**config.mk**
```make
export PLATFORM = sky130hd
export DESIGN_NAME = empu_reset_ctrl
export DESIGN_NICKNAME = d
export VERILOG_FILES = /design/src/rtl/empu_reset_ctrl.sv
export SDC_FILE = /design/constraint.sdc
export NUM_CORES = 1
export LEC_CHECK = 0
export BUFFER_PORTS_ARGS = -buffer_cell sky130_fd_sc_hd__buf_4
export CELL_PAD_IN_SITES_DETAIL_PLACEMENT = 1
export CELL_PAD_IN_SITES_GLOBAL_PLACEMENT = 2
export CORE_MARGIN = 1
export CORE_UTILIZATION = 31
export CTS_BUF_LIST = sky130_fd_sc_hd__clkbuf_8
export CTS_CLUSTER_DIAMETER = 100
export CTS_CLUSTER_SIZE = 16
export DETAILED_ROUTE_END_ITERATION = 7
export PLACE_DENSITY_LB_ADDON = 0.05
export SLEW_MARGIN = 5
export SYNTH_ARGS = -nofsm -noshare
export SYNTH_HDL_FRONTEND = slang
export SYNTH_SLANG_ARGS = --single-unit
```
**constraint.sdc**
```tcl
create_clock -name sys_clk -period 2 [get_ports sys_clk]
set_input_delay 0.1 -clock sys_clk [delete_from_list [all_inputs] [get_ports sys_clk]]
set_output_delay 0.1 -clock sys_clk [all_outputs]
set_load 0.02 [all_outputs]
```
**src/rtl/empu_reset_ctrl.sv**
```systemverilog
// empu_reset_ctrl -- reset sequencer for the EMPU core.
//
// The EMPU is held in reset until the PLL has locked and then for a further
// HOLD_CYCLES cycles. Once it is running, it can be reset again in three ways:
// by loss of PLL lock, by a debounced push-button press, or by a watchdog
// timeout. The watchdog is built only when EMPU_RESET_CTRL_WDOG_EN is defined.
// Without that macro, wdog_kick is ignored and rst_cause never reads 11.
//
// Ports
//   sys_clk      in   MCU system clock (the PLL output that also clocks the EMPU)
//   reset_n      in   asynchronous active-low reset; deassertion is synchronised
//   pll_lock     in   PLL lock indicator, asynchronous
//   key_n        in   push-button, active-low, asynchronous, bouncing
//   wdog_kick    in   watchdog kick, asynchronous; either edge counts as a kick
//   mcu_reset_n  out  registered active-low reset to the EMPU; high only in RUN
//   rst_cause    out  cause of the last reset: 00 por, 01 key, 10 lock, 11 wdog
//   rst_count    out  number of exits from RUN, saturating at 255
//   fsm_state    out  current sequencer state (00 WAIT_LOCK, 01 HOLD, 10 RUN)
module empu_reset_ctrl #(
  parameter int HOLD_CYCLES     = 1024,
  parameter int DEBOUNCE_CYCLES = 1000000,
  parameter int WDOG_TIMEOUT    = 16777216
) (
  input  logic       sys_clk,
  input  logic       reset_n,
  input  logic       pll_lock,
  input  logic       key_n,
  input  logic       wdog_kick,
  output logic       mcu_reset_n,
  output logic [1:0] rst_cause,
  output logic [7:0] rst_count,
  output logic [1:0] fsm_state
);

  localparam int HOLD_W = $clog2(HOLD_CYCLES);
  localparam int DEB_W  = $clog2(DEBOUNCE_CYCLES);
  localparam logic [HOLD_W-1:0] HOLD_MAX = HOLD_W'(HOLD_CYCLES - 1);
  localparam logic [DEB_W-1:0]  DEB_MAX  = DEB_W'(DEBOUNCE_CYCLES - 1);

  typedef enum logic [1:0] {
    WAIT_LOCK = 2'd0,
    HOLD      = 2'd1,
    RUN       = 2'd2
  } state_t;

  // Reset assertion takes effect at once. Deassertion is released through
  // two flops, so every internal flop leaves reset on the same clean edge.
  logic [1:0] rst_sync;
  logic       rst_int_n;

  always_ff @(posedge sys_clk or negedge reset_n) begin
    if (!reset_n) rst_sync <= 2'b00;
    else          rst_sync <= {rst_sync[0], 1'b1};
  end

  assign rst_int_n = rst_sync[1];

  // Input synchronisers
  logic [1:0] lock_sync;
  logic [1:0] key_sync;
  logic       lock_s;
  logic       key_s;

  always_ff @(posedge sys_clk or negedge rst_int_n) begin
    if (!rst_int_n) begin
      lock_sync <= 2'b00;
      key_sync  <= 2'b11;
    end else begin
      lock_sync <= {lock_sync[0], pll_lock};
      key_sync  <= {key_sync[0], key_n};
    end
  end

  assign lock_s = lock_sync[1];
  assign key_s  = key_sync[1];

  // Key debouncer. A new level is accepted only after it has differed from
  // the accepted level for DEBOUNCE_CYCLES consecutive cycles. Any bounce back
  // to the accepted level restarts the count. The debouncer runs in every
  // state, so a key held through a reset produces only one press event.
  logic             key_acc;
  logic [DEB_W-1:0] db_cnt;
  logic             key_accept;
  logic             key_press;

  assign key_accept = (key_s != key_acc) && (db_cnt == DEB_MAX);
  assign key_press  = key_accept && !key_s;

  always_ff @(posedge sys_clk or negedge rst_int_n) begin
    if (!rst_int_n) begin
      key_acc <= 1'b1;
      db_cnt  <= '0;
    end else if (key_s == key_acc) begin
      db_cnt  <= '0;
    end else if (key_accept) begin
      key_acc <= key_s;
      db_cnt  <= '0;
    end else begin
      db_cnt  <= db_cnt + DEB_W'(1);
    end
  end

  // Sequencer
  state_t            state;
  state_t            state_next;
  logic [HOLD_W-1:0] hold_cnt;
  logic [HOLD_W-1:0] hold_next;
  logic [1:0]        cause_next;
  logic              count_inc;
  logic              wdog_timeout;

`ifdef EMPU_RESET_CTRL_WDOG_EN
  localparam int WDOG_W = $clog2(WDOG_TIMEOUT);
  localparam logic [WDOG_W-1:0] WDOG_MAX = WDOG_W'(WDOG_TIMEOUT - 1);

  // Bits [1:0] form the synchroniser. Bit [2] is the previous synced value,
  // used only for edge detection.
  logic [2:0]        kick_sync;
  logic              kick_edge;
  logic              wdog_armed;
  logic [WDOG_W-1:0] wdog_cnt;

  assign kick_edge    = kick_sync[2] ^ kick_sync[1];
  assign wdog_timeout = (state == RUN) && wdog_armed && !kick_edge &&
                        (wdog_cnt == WDOG_MAX);

  always_ff @(posedge sys_clk or negedge rst_int_n) begin
    if (!rst_int_n) kick_sync <= 3'b000;
    else            kick_sync <= {kick_sync[1:0], wdog_kick};
  end

  // Only a cycle that is in RUN and stays in RUN can arm the watchdog or
  // advance its count. Any exit from RUN clears it.
  always_ff @(posedge sys_clk or negedge rst_int_n) begin
    if (!rst_int_n) begin
      wdog_armed <= 1'b0;
      wdog_cnt   <= '0;
    end else if ((state != RUN) || (state_next != RUN)) begin
      wdog_armed <= 1'b0;
      wdog_cnt   <= '0;
    end else if (kick_edge) begin
      wdog_armed <= 1'b1;
      wdog_cnt   <= '0;
    end else if (wdog_armed) begin
      wdog_cnt   <= wdog_cnt + WDOG_W'(1);
    end
  end
`else
  localparam int unused_wdog_timeout = WDOG_TIMEOUT;
  logic unused_kick;

  assign unused_kick  = wdog_kick;
  assign wdog_timeout = 1'b0;
`endif

  always_comb begin
    state_next = state;
    hold_next  = hold_cnt;
    cause_next = rst_cause;
    count_inc  = 1'b0;
    case (state)
      WAIT_LOCK: begin
        if (lock_s) begin
          state_next = HOLD;
          hold_next  = '0;
        end
      end
      HOLD: begin
        if (!lock_s) begin
          state_next = WAIT_LOCK;
          hold_next  = '0;
        end else if (hold_cnt == HOLD_MAX) begin
          state_next = RUN;
          hold_next  = '0;
        end else begin
          hold_next  = hold_cnt + HOLD_W'(1);
        end
      end
      RUN: begin
        // Priority when several causes coincide: lock loss > key > watchdog.
        if (!lock_s) begin
          state_next = WAIT_LOCK;
          cause_next = 2'b10;
          count_inc  = 1'b1;
        end else if (key_press) begin
          state_next = HOLD;
          hold_next  = '0;
          cause_next = 2'b01;
          count_inc  = 1'b1;
        end else if (wdog_timeout) begin
          state_next = HOLD;
          hold_next  = '0;
          cause_next = 2'b11;
          count_inc  = 1'b1;
        end
      end
      default: begin
        state_next = WAIT_LOCK;
        hold_next  = '0;
      end
    endcase
  end

  always_ff @(posedge sys_clk or negedge rst_int_n) begin
    if (!rst_int_n) begin
      state       <= WAIT_LOCK;
      hold_cnt    <= '0;
      rst_cause   <= 2'b00;
      rst_count   <= 8'd0;
      mcu_reset_n <= 1'b0;
    end else begin
      state       <= state_next;
      hold_cnt    <= hold_next;
      rst_cause   <= cause_next;
      if (count_inc && (rst_count != 8'hFF)) rst_count <= rst_count + 8'd1;
      // Taking the registered output from the next state makes it change on
      // the same edge as the state itself.
      mcu_reset_n <= (state_next == RUN);
    end
  end

  assign fsm_state = state;

endmodule
```
Word-level counts from Yosys, hierarchy flattened
Cells that the tools add are included.

Add/sub/neg operators: 3. $mul: 0. Divide/modulo/power cells: 0. Order comparisons: 0. Equality and inequality tests: 12. Shift operators: 0. Muxes and demuxes: 19. Bitwise logic cells: 1. Reduce and logical (&&, ||, !) cells: 8.

Operators by type and width (count): $mux 10 (5); $mux 20 (2); $pmux 10 s3 (1); $add 20x1->20 const B (1); $eq 20x20->1 const B (1); $mux 2 (7); $add 10x1->10 const B (1); $eq 10x10->1 const B (1); $add 8x1->8 const B (1); $ne 8x8->1 const B (1); $ne 2x2->1 const B (3); $pmux 2 s3 (1); $eq 2x2->1 const B (2); $reduce_and 2->1 (2); $logic_and 1x1->1 (3); $mux 1 (3); $reduce_and 3->1 (1); $eq 2x1->1 const B (1); $logic_not 2->1 (1); $ne 2x1->1 const B (1); $eq 1x1->1 (1); $logic_not 1->1 (1); $ne 1x1->1 (1); $not 1->1 (1).

Register bits: 50. Latch bits: 0. Memory bits (writable): 0. ROM bits: 0. Logic and storage cells: 53. Memories: 0.

Depth between registers and ports, before layout
Gate-level depths: netlist of run 1.

Word-level depth: 7. Mapped depth: 7. Mapped depth without buffers: 6.

Worst setup path before layout of run 1
No wires, ideal clock.

Path type: reg-to-reg. Start: register key_sync[1]. End: register rst_count[1]. Arrival time: 1.774 ns. Required time: 1.875 ns. Slack: 0.102 ns. Stages on the path, launching flop included: 7. Cell sequence: dfstp_2 xor2_1 and4_4 nand3_4 buf_6 a21oi_1 mux2_2.

Cells in the longest elaborated chain, start to end: 7. Elaborated cells between the ends (all ways): 8.

Ends and longest elaborated chain: from (decl) (RTL line 60) `logic [1:0] key_sync;`; from (signal assigned) (RTL line 70) `key_sync <= {key_sync[0], key_n};`; $ne 1x1->1 (RTL line 86) `assign key_accept = (key_s != key_acc) && (db_cnt == DEB_MAX);`; $logic_and 1x1->1 (RTL line 86); $logic_and 1x1->1 * (RTL line 87) `assign key_press = key_accept && !key_s;`; $mux 1 * (RTL line 185) `end else if (key_press) begin`; $mux 1 * (RTL line 181) `if (!lock_s) begin`; $mux 1 * (RTL line 161) `case (state)`; $logic_and 1x1->1 * (RTL line 215) `if (count_inc && (rst_count != 8'hFF)) rst_count <= rst_count + 8'd1;`; to (signal assigned) (RTL line 215); to (decl) (RTL line 31) `output logic [7:0] rst_count,`.

Mark *: on every way between the ends. The rest lies on a longest branch, timed or not. A chain may end at the register's enable or synchronous reset.

Final worst setup path of run 1
Start: register db_cnt[6]. End: register rst_count[7].

Cells in the longest elaborated chain, start to end: 7.

Ends and longest elaborated chain: from (decl) (RTL line 82) `logic [DEB_W-1:0] db_cnt;`; from (signal assigned) (RTL line 99) `db_cnt <= db_cnt + DEB_W'(1);`; $eq 20x20->1 (RTL line 86); $logic_and 1x1->1 (RTL line 86); $logic_and 1x1->1 (RTL line 87); $mux 1 (RTL line 185); $mux 1 (RTL line 181); $mux 1 (RTL line 161); $logic_and 1x1->1 (RTL line 215).

Every way passes these cells.

==> results of run 1 <==
## registers in the layout (all words and copies together) (netlist names)
register	cells
lock_sync	2
fsm_state	2
rst_count	8
key_acc	1
hold_cnt	10
mcu_reset_n	1
key_sync	2
rst_sync	2
db_cnt	20
rst_cause	2
## layer usage
layer	part of all wire	vias to the layer above	track usage
li1	-	892	-
met1	0.49	900	0.190
met2	0.48	12	0.228
met3	0.020	2	0.0330
met4	0.0069	0	0.0323
met5	0	-	0
## through the flow
step                std cells   util  power, mW
floorplan                 228      -       1.12
global placement          360  0.380       1.16
detailed placement        360  0.380       1.16
CTS                       371  0.401       1.91
global route              373  0.409       1.97
finish                    373  0.409       1.88
## cell families (layout without fill, tap and decap cells)
kind of cell    count (synthesis)  in the layout  synth area share
flops                          50             50             0.524
buf+inv                        14             60            0.0251
xor+xnor                       27             27            0.0987
compound gates                 37             37             0.119
mux                             3              3            0.0141
fa+ha+maj                       3              3            0.0157
other cells                     1              1           0.00157
simple gates                   93             93             0.202
## cells in the final DEF, fill, tap and decap left out, types with 2 or more instances in the layout
cell,Yosys,layout
a2111oi_2,1,2
nand3_1,15,15
nand2_1,19,19
a21oi_1,5,4
dlygate4sd3_1,0,3
clkinvlp_4,0,2
nor2_1,30,30
o41ai_1,2,2
xnor2_1,6,6
a22o_1,2,2
dfrtp_1,47,46
nand4_1,9,9
clkbuf_8,0,5
o21ai_0,6,6
nor2b_1,2,2
inv_1,7,7
o31ai_1,4,3
o311ai_0,2,2
a211oi_1,3,3
xor2_1,21,21
buf_4,0,40
nand2b_1,3,3
o22ai_1,2,2
dfstp_2,3,3
or2_2,3,3
ha_1,3,2
nor3_1,3,3
a31oi_1,3,2
mux2_2,3,3
## path summary, 6_finish.rpt
kind / from / slack (ps) / to
max reg2reg: db_cnt[6]$_DFF_PN0_ / 140 / rst_count[7]$_DFFE_PN0P_
min reg2reg: rst_sync[1]$_DFF_PN0_ / 190 / db_cnt[17]$_DFF_PN0_
min in group sys_clk: lock_sync[0]$_DFF_PN0_ / 360 / lock_sync[1]$_DFF_PN0_
max: db_cnt[6]$_DFF_PN0_ / 140 / rst_count[7]$_DFFE_PN0P_
min: reset_n / 120 / rst_sync[1]$_DFF_PN0_
max in group asynchronous: rst_sync[1]$_DFF_PN0_ / 1230 / key_sync[1]$_DFF_PN1_
## power breakdown
part / internal (mW) / total (mW) / leakage, nW / switching [mW]
sequential: 1.03 / 1.05 / 0.671 / 0.0194
clock: 0.373 / 0.727 / 0.0504 / 0.354
combinational: 0.0438 / 0.101 / 0.599 / 0.0573
total: 1.45 / 1.88 / 1.32 / 0.431
## layout make-up
cell class / instances / area, um^2 / share of cell area
inverters: 7 / 26.3 / 0.00872
repair buffers: 45 / 362 / 0.120
multi-input cells: 164 / 1130 / 0.375
flip-flops and latches: 50 / 1260 / 0.417
clock inverters: 3 / 45.0 / 0.0150
well taps: 99 / 124 / 0.0411
clock buffers: 5 / 68.8 / 0.0229
## what timing repair did
| item | CTS | global route |
|---|---|---|
| endpoints found under the hold margin | 4 | 0 |
| setup buffers | 0 | 2 |
| hold buffers | 3 | 0 |
| pin swaps | 0 | 7 |
| gates resized for setup | 1 | 8 |
| setup endpoints to repair | 4 | 25 |
==> flow_summary_export.csv, run 1 <==
group,metric,value,unit
run_status,status,"completed",
cts,cts_buffers,5,
layout,antenna_cells,0,
timing,slew_violations,0,
power_and_ir_drop,power.leakage,1.32,nW
floorplanning,ioPinCount,18,
logic_synthesis,synth.most_common_cell,"dfrtp_1",
place,placedInstanceArea,2800,um^2
floorplanning,die_x,89.9,um
logic_synthesis,synth_ff_type,"dfrtp_1",
worst_setup_path,crit_path_top_delay_cell,"a2111oi_2",
power_and_ir_drop,p_per_area,623,nW/um^2
logic_synthesis,synth_edf_count,0,
worst_setup_path,path_class,"flip-flop to flip-flop",
timing,fin_worst_skew,7.42,ps
timing,worst_slew_pin_slew,529,ps
logic_synthesis,syn-num-nets,236,
logic_synthesis,ys_seq_elements,50,
timing,fmax,538,MHz
layout,drive_gt1_frac,0.270,
grt,grt_pass1_wl,9120,um
timing,fin_tns_setup,0,ps
cts,cts_tree,"yes",
grt,grt_util_all_layers,0.140,
logic_synthesis,netlist_instances,228,
worst_setup_path,max_stage_delay,420,ps
routing,drt_first_pass_iters,4,
place,dpl.hpwl,3700,um
grt,grt_overflow,0,
routing,ant_nets,0,
timing,post-route-min-period,1860,ps
place,post-place-ws,-19.6,ps
logic_synthesis,synth_largest_area_cell,"dfrtp_1",
cts,clock_path_buffers,2,
logic_synthesis,yosys_warnings,0,
place,io_buffers,16,
worst_setup_path,worstPathArrival,2090,ps
worst_setup_path,path_max_fanout,8,
routing,post_drt_wl_per_cell,13.9,um
layout,syn_to_final_growth,25.8,%
cts,clockRootBuffer,"clkbuf_8",
timing,hold_violations,0,
logic_synthesis,ys_async_sr_fraction,1.00,
routing,drt_iter0_drc,48,
worst_setup_path,timing.critical_path.to_type,"flip-flop",
worst_setup_path,cp_num_buf_inv,0,
flow_run,maxCapViolCount,0,
worst_setup_path,worstPathCellList,"nor4_2 > and4_4 > nand3_4 > a2111oi_2 > xor2_1",
worst_setup_path,critPathTopFamily,"simple AND/OR/NAND/NOR gates",
layout,finalInstanceArea,3010,um^2
floorplanning,rows,31,
routing,via_count,1806,
logic_synthesis,synth_area_leaders,"dfrtp_1, xor2_1, nor2_1",
grt,grt_max_degree,33,
power_and_ir_drop,vdd_drop_max,0.000349,V
timing,max_slew_margin,0.646,
floorplanning,fp.coreArea,7370,um^2
layout,nNetsFinal,281,
timing,finalSetupViolations,0,
logic_synthesis,synth_common_cells,"dfrtp_1, nor2_1, xor2_1, nand2_1, nand3_1",
place,gp_congestion,0.677,
logic_synthesis,synth_cell_types,44,
logic_synthesis,avgSynthCellArea,10.5,um^2
logic_synthesis,syn-cell-area,2390,um^2
worst_setup_path,rr_worst_depth,5,
worst_setup_path,start_kind,"flip-flop",
timing,worst_slack,140,ps
timing,rsz0062_at_grt,"yes",
floorplanning,initial_core_util,0.325,
grt,grt_antenna_before_repair,0,
timing,fin_hold_ws,124,ps
worst_setup_path,cp.required,2230,ps
logic_synthesis,ys_seq_area_frac,0.524,
timing,fin_crit_sh,0.930,
cts,cts.sinks,50,
floorplanning,die_h,89.9,um
routing,routed_wirelength,5180,um
layout,n_fill_cell,829,
cts,path_clk_slew,100,ps
routing,viasPerCell,4.84,
floorplanning,dieArea,8080,um^2
cts,clk_latency,300,ps
hold_path,min_path_type,"input pin to async pin",
routing,drc,0,
grt,grt_pass1_vias,1904,
logic_synthesis,synth_top_area_share,0.491,
cts,cts_max_level,2,
worst_setup_path,cp_num_cells,5,
Power figures use the tool's default switching activity.
==> run 2: changes to the inputs <==
--- a/config.mk
+++ b/config.mk
@@ -15,4 +15,5 @@
 export CTS_CLUSTER_SIZE = 16
 export DETAILED_ROUTE_END_ITERATION = 7
+export GPL_ROUTABILITY_DRIVEN = 0
 export PLACE_DENSITY_LB_ADDON = 0.05
 export SLEW_MARGIN = 5
==> constraint.sdc (replaced) <==
create_clock -name sys_clk -period 2 [get_ports sys_clk]
set_input_delay 0.4 -clock sys_clk [delete_from_list [all_inputs] [get_ports sys_clk]]
set_output_delay 0.4 -clock sys_clk [all_outputs]
set_load 0.02 [all_outputs]
==> flow_summary_export.csv, run 2 (synthesis results as in run 1) <==
group,metric,value,unit
layout,drive_gt1_frac,0.269,
power_and_ir_drop,vdd_drop_max,0.000202,V
worst_setup_path,path_max_fanout,7,
cts,cts_buffers,5,
flow_run,maxCapViolCount,0,
timing,fin_worst_skew,10.1,ps
routing,wl_met3,107,um
cts,clockRootBuffer,"clkbuf_8",
worst_setup_path,path_class,"flip-flop to flip-flop",
place,io_buffers,16,
timing,hold_violations,0,
cts,path_clk_slew,100,ps
worst_setup_path,crit_path_top_delay_cell,"dfrtp_1",
grt,grt_antenna_before_repair,0,
grt,grt_util_all_layers,0.138,
run_status,status,"completed",
cts,cts.sinks,50,
layout,final_common_cell,"dfrtp_1",
routing,highest_layer,"met4",
layout,n_fill_cell,833,
floorplanning,rows,31,
timing,max_slew_margin,0.634,
worst_setup_path,worstPathCellList,"ha_2 > nand4_1 > nor2_4 > nand3_4 > buf_4 > a211oi_1 > xor2_1",
cts,clk_latency,300,ps
cts,clock_path_buffers,2,
power_and_ir_drop,p_per_area,592,nW/um^2
timing,worst_slew_pin_slew,546,ps
grt,grt_pass1_wl,9060,um
place,dpl.hpwl,3630,um
worst_setup_path,worstPathArrival,2140,ps
routing,ant_nets,0,
routing,routed_wirelength,5220,um
power_and_ir_drop,p_total,1.76,mW
routing,via_count,1811,
routing,viasPerCell,4.89,
worst_setup_path,cp.required,2220,ps
layout,most-common-layout-cells,"dfrtp_1, buf_4, nor2_1",
routing,dr_wl_met2,2480,um
floorplanning,fp.coreArea,7370,um^2
layout,nNetsFinal,278,
grt,grt_overflow,0,
worst_setup_path,start_kind,"flip-flop",
floorplanning,die_x,89.9,um
timing,finalSetupViolations,0,
timing,fmax,523,MHz
worst_setup_path,max_stage_delay,410,ps
floorplanning,initial_core_util,0.325,
layout,antenna_cells,0,
grt,grt_max_degree,28,
floorplanning,dieArea,8080,um^2
layout,final_util,0.403,
power_and_ir_drop,power.leakage,1.29,nW
cts,cts_max_level,2,
hold_path,min_path_type,"input pin to flip-flop",
timing,fin_crit_sh,0.957,
floorplanning,ioPinCount,18,
routing,post_drt_wl_per_cell,14.1,um
layout,largest_reg_flops,20,
layout,largestRegisters,"db_cnt (20), hold_cnt (10), rst_count (8)",
grt,grt_pass1_vias,1886,
cts,cts_tree,"yes",
routing,drt_first_pass_iters,4,
routing,drc,0,
timing,post-route-min-period,1910,ps
layout,syn_to_final_growth,24.0,%
routing,drt_iter0_drc,54,
floorplanning,die_h,89.9,um
layout,largest-register,"db_cnt",
worst_setup_path,timing.critical_path.to_type,"flip-flop",
timing,rsz0062_at_grt,"yes",
routing,met1_length,2570,um
worst_setup_path,cp_num_buf_inv,1,
timing,slew_violations,0,
worst_setup_path,critPathTopFamily,"simple AND/OR/NAND/NOR gates",
[run 2: changes by cell type in the layout (fill, tap and decap cells not counted), sizes merged]
cell         previous run  this run
inv                     7         8
clkinv                  0         1
clkinvlp                2         0
dlygate4sd3             3         1
clkbuf                  5         6
bufinv                  1         0
buf                    42        41
[run 2: final cells by class]
| type | instances | area, um^2 | share of cell area |
|---|---|---|---|
| Inverter | 7 | 26.3 | 0.00885 |
| Tap cell | 99 | 124 | 0.0417 |
| Clock buffer | 6 | 82.6 | 0.0278 |
| Multi-Input combinational cell | 164 | 1140 | 0.383 |
| Clock inverter | 2 | 8.76 | 0.00295 |
| Sequential cell | 50 | 1260 | 0.423 |
| Timing Repair Buffer | 42 | 334 | 0.112 |
[run 2: metal layers]
layer / vias up / global-route usage
met5: - / 0
met4: 0 / 0.0444
met3: 6 / 0.0279
met2: 14 / 0.228
met1: 908 / 0.182
li1: 883 / -
[run 2: repair_timing]
item | in CTS | in global routing
pin swaps | 0 | 1
resized for setup | 1 | 9
hold buffers | 1 | 0
setup buffers | 0 | 2
hold endpoints to repair | 2 | 0
endpoints found under the setup margin | 4 | 25
[run 2: path summary, 6_finish.rpt]
check                                      start                  endpoint  slack (ps)  depth (start not counted)
min                                     pll_lock    lock_sync[0]$_DFF_PN0_         200                          1
max                          db_cnt[0]$_DFF_PN0_  rst_count[4]$_DFFE_PN0P_          90                          7
max in group asynchronous  rst_sync[1]$_DFF_PN0_     key_sync[1]$_DFF_PN1_        1140                          1
min reg2reg                rst_sync[1]$_DFF_PN0_  rst_count[6]$_DFFE_PN0P_         250                          0
max reg2reg                  db_cnt[0]$_DFF_PN0_  rst_count[4]$_DFFE_PN0P_          90                          7
min in group asynchronous  rst_sync[1]$_DFF_PN0_  rst_count[6]$_DFFE_PN0P_         250                          0
[run 2: stage by stage]
stage                     setup WS [ps]  TNS [ps]  std cells  cell area, um^2  hold slack, ps
after global routing              -74.4      -340        370             2970             182
after global placement             24.9         0        359             2800             182
after CTS                          59.7         0        368             2900             190
final                              87.0         0        370             2970             200
after floorplan                     102         0        228             2390             104
after detailed placement          -57.0      -143        359             2800             185
[run 2: where the power goes]
part	internal [mW]	leakage, nW	total (mW)	switching, mW
registers	1.03	0.671	1.05	0.0217
clock network	0.275	0.0524	0.613	0.338
logic	0.0404	0.569	0.0956	0.0552
==> run 3: changes to the inputs <==
Settings changed: CORE_ASPECT_RATIO set to 1.2.
==> flow_summary_export.csv, run 3 (synthesis results as in run 1) <==
group,metric,value,unit
run_status,status,"completed",
worst_setup_path,worstPathArrival,2170,ps
timing,slew_violations,0,
worst_setup_path,worstPathCellList,"nor4b_4 > and4_4 > nand3_4 > a2111oi_1 > xor2_1",
routing,drt_iter0_drc,47,
cts,path_clk_slew,100,ps
worst_setup_path,timing.critical_path.to_type,"flip-flop",
cts,cts_tree,"yes",
layout,most-common-layout-cells,"dfrtp_1, buf_4, nor2_1",
place,post-place-ws,-13.6,ps
grt,grt_max_degree,27,
routing,viasPerCell,4.98,
layout,largest_reg_flops,20,
layout,antenna_cells,0,
floorplanning,rows,34,
layout,largest-register,"db_cnt",
place,dp_cells,352,
timing,fmax,518,MHz
layout,final_util,0.406,
floorplanning,initial_core_util,0.325,
power_and_ir_drop,vdd_drop_max,0.000268,V
timing,fin_worst_skew,8.07,ps
hold_path,min_path_type,"input pin to flip-flop",
timing,finalSetupViolations,0,
layout,nNetsFinal,279,
worst_setup_path,rr_worst_depth,5,
worst_setup_path,ff2ff_setup_slack,70,ps
worst_setup_path,startpoint,"db_cnt[7]$_DFF_PN0_",
grt,grt_pass1_wl,9160,um
routing,via_count,1803,
cts,clockRootBuffer,"clkbuf_8",
worst_setup_path,crit_path_top_delay_cell,"a2111oi_1",
grt,grt_overflow,0,
floorplanning,die_x,82.2,um
floorplanning,fp.coreArea,7360,um^2
place,dpl.hpwl,3730,um
worst_setup_path,cp.required,2240,ps
layout,largestRegisters,"db_cnt (20), hold_cnt (10), rst_count (8)",
power_and_ir_drop,p_per_area,623,nW/um^2
worst_setup_path,r2r-end,"rst_count[5]$_DFFE_PN0P_",
cts,cts.sinks,50,
grt,grt_pass1_vias,1956,
routing,routed_wirelength,5120,um
floorplanning,die_h,98.3,um
worst_setup_path,path_max_fanout,7,
timing,post-route-min-period,1930,ps
hold_path,worstHoldPathCells,1,
timing,fin_crit_sh,0.965,
layout,layout.cells.non_filler,362,
worst_setup_path,max_stage_delay,520,ps
flow_run,maxCapViolCount,0,
layout,syn_to_final_growth,24.8,%
hold_path,min_to,"key_sync[0]$_DFF_PN1_",
timing,worst_slew_pin_slew,548,ps
routing,post_drt_wl_per_cell,14.1,um
timing,worst_slack,70.0,ps
cts,clock_path_buffers,2,
place,io_buffers,16,
timing,hold_violations,0,
routing,drt_first_pass_iters,3,
grt,grt_util_all_layers,0.147,
timing,max_slew_margin,0.634,
layout,n_fill_cell,832,
worst_setup_path,path_class,"flip-flop to flip-flop",
power_and_ir_drop,power.leakage,1.32,nW
layout,final_common_cell,"dfrtp_1",
floorplanning,dieArea,8080,um^2
routing,ant_nets,0,
cts,cts_buffers,5,
cts,cts_max_level,2,
worst_setup_path,r2r_start,"db_cnt[7]$_DFF_PN0_",
floorplanning,ioPinCount,18,
hold_path,min_from,"key_n",
grt,grt_antenna_before_repair,0,
power_and_ir_drop,p_total,1.86,mW
layout,drive_gt1_frac,0.261,
cts,clk_latency,310,ps
routing,drc,0,
worst_setup_path,start_kind,"flip-flop",
## run 3: cell count changes in the layout (fill, tap and decap cells not counted), sizes merged
cell	previous run	this run
buf	41	42
bufinv	0	1
clkbuf	6	5
clkinv	1	2
inv	8	7
## run 3: layout make-up
type	count	area, um^2	area share
Clock inverter	3	40.0	0.0134
Inverter	7	26.3	0.00879
Timing Repair Buffer	43	363	0.121
Clock buffer	5	68.8	0.0230
Multi-Input combinational cell	164	1120	0.375
Sequential cell	50	1260	0.420
Tap cell	90	113	0.0377
## run 3: power breakdown
group	internal, mW	switching [mW]	total, mW
registers	1.03	0.0220	1.05
clock network	0.369	0.344	0.713
logic	0.0425	0.0554	0.0979
total	1.44	0.422	1.86
## run 3: worst max path at each step
| stage | slack, ps | depth (start not counted) | to |
|---|---|---|---|
| floorplan | 100 | 6 | rst_count[1]$_DFFE_PN0P_ |
| global placement | 6 | 5 | rst_count[5]$_DFFE_PN0P_ |
| detailed placement | -10 | 6 | rst_count[6]$_DFFE_PN0P_ |
| CTS | 40 | 6 | rst_count[6]$_DFFE_PN0P_ |
| global route | -20 | 8 | db_cnt[16]$_DFF_PN0_ |
| finish | 70 | 5 | rst_count[5]$_DFFE_PN0P_ |
## run 3: repair_timing
action | CTS | global route
gates resized for setup | 2 | 3
hold buffers | 1 | 0
endpoints found under the hold margin | 2 | 0
setup buffers | 0 | 1
pin swaps | 0 | 3
endpoints found under the setup margin | 6 | 25
## run 3: worst max-delay path, delay by kind of cell (launching register included)
kind            cells  cell delay, ps
compound gates      1             520
xor+xnor            1             180
flops               1             420
simple gates        3             750
## run 3: layer usage
layer  global-route usage  routed length, um
met2                0.248               2600
met1                0.183               2330
met4               0.0607                 98
met3               0.0224                 90
met5                    0                  0
## run 3: per-stage QoR
| step | cell area, um^2 | TNS (ps) | hold slack, ps |
|---|---|---|---|
| after CTS | 2960 | 0 | 184 |
| final | 2990 | 0 | 200 |
| after global placement | 2830 | 0 | 183 |
| after floorplan | 2390 | 0 | 104 |
| after detailed placement | 2830 | -24.3 | 184 |
| after global routing | 2990 | -17.5 | 180 |
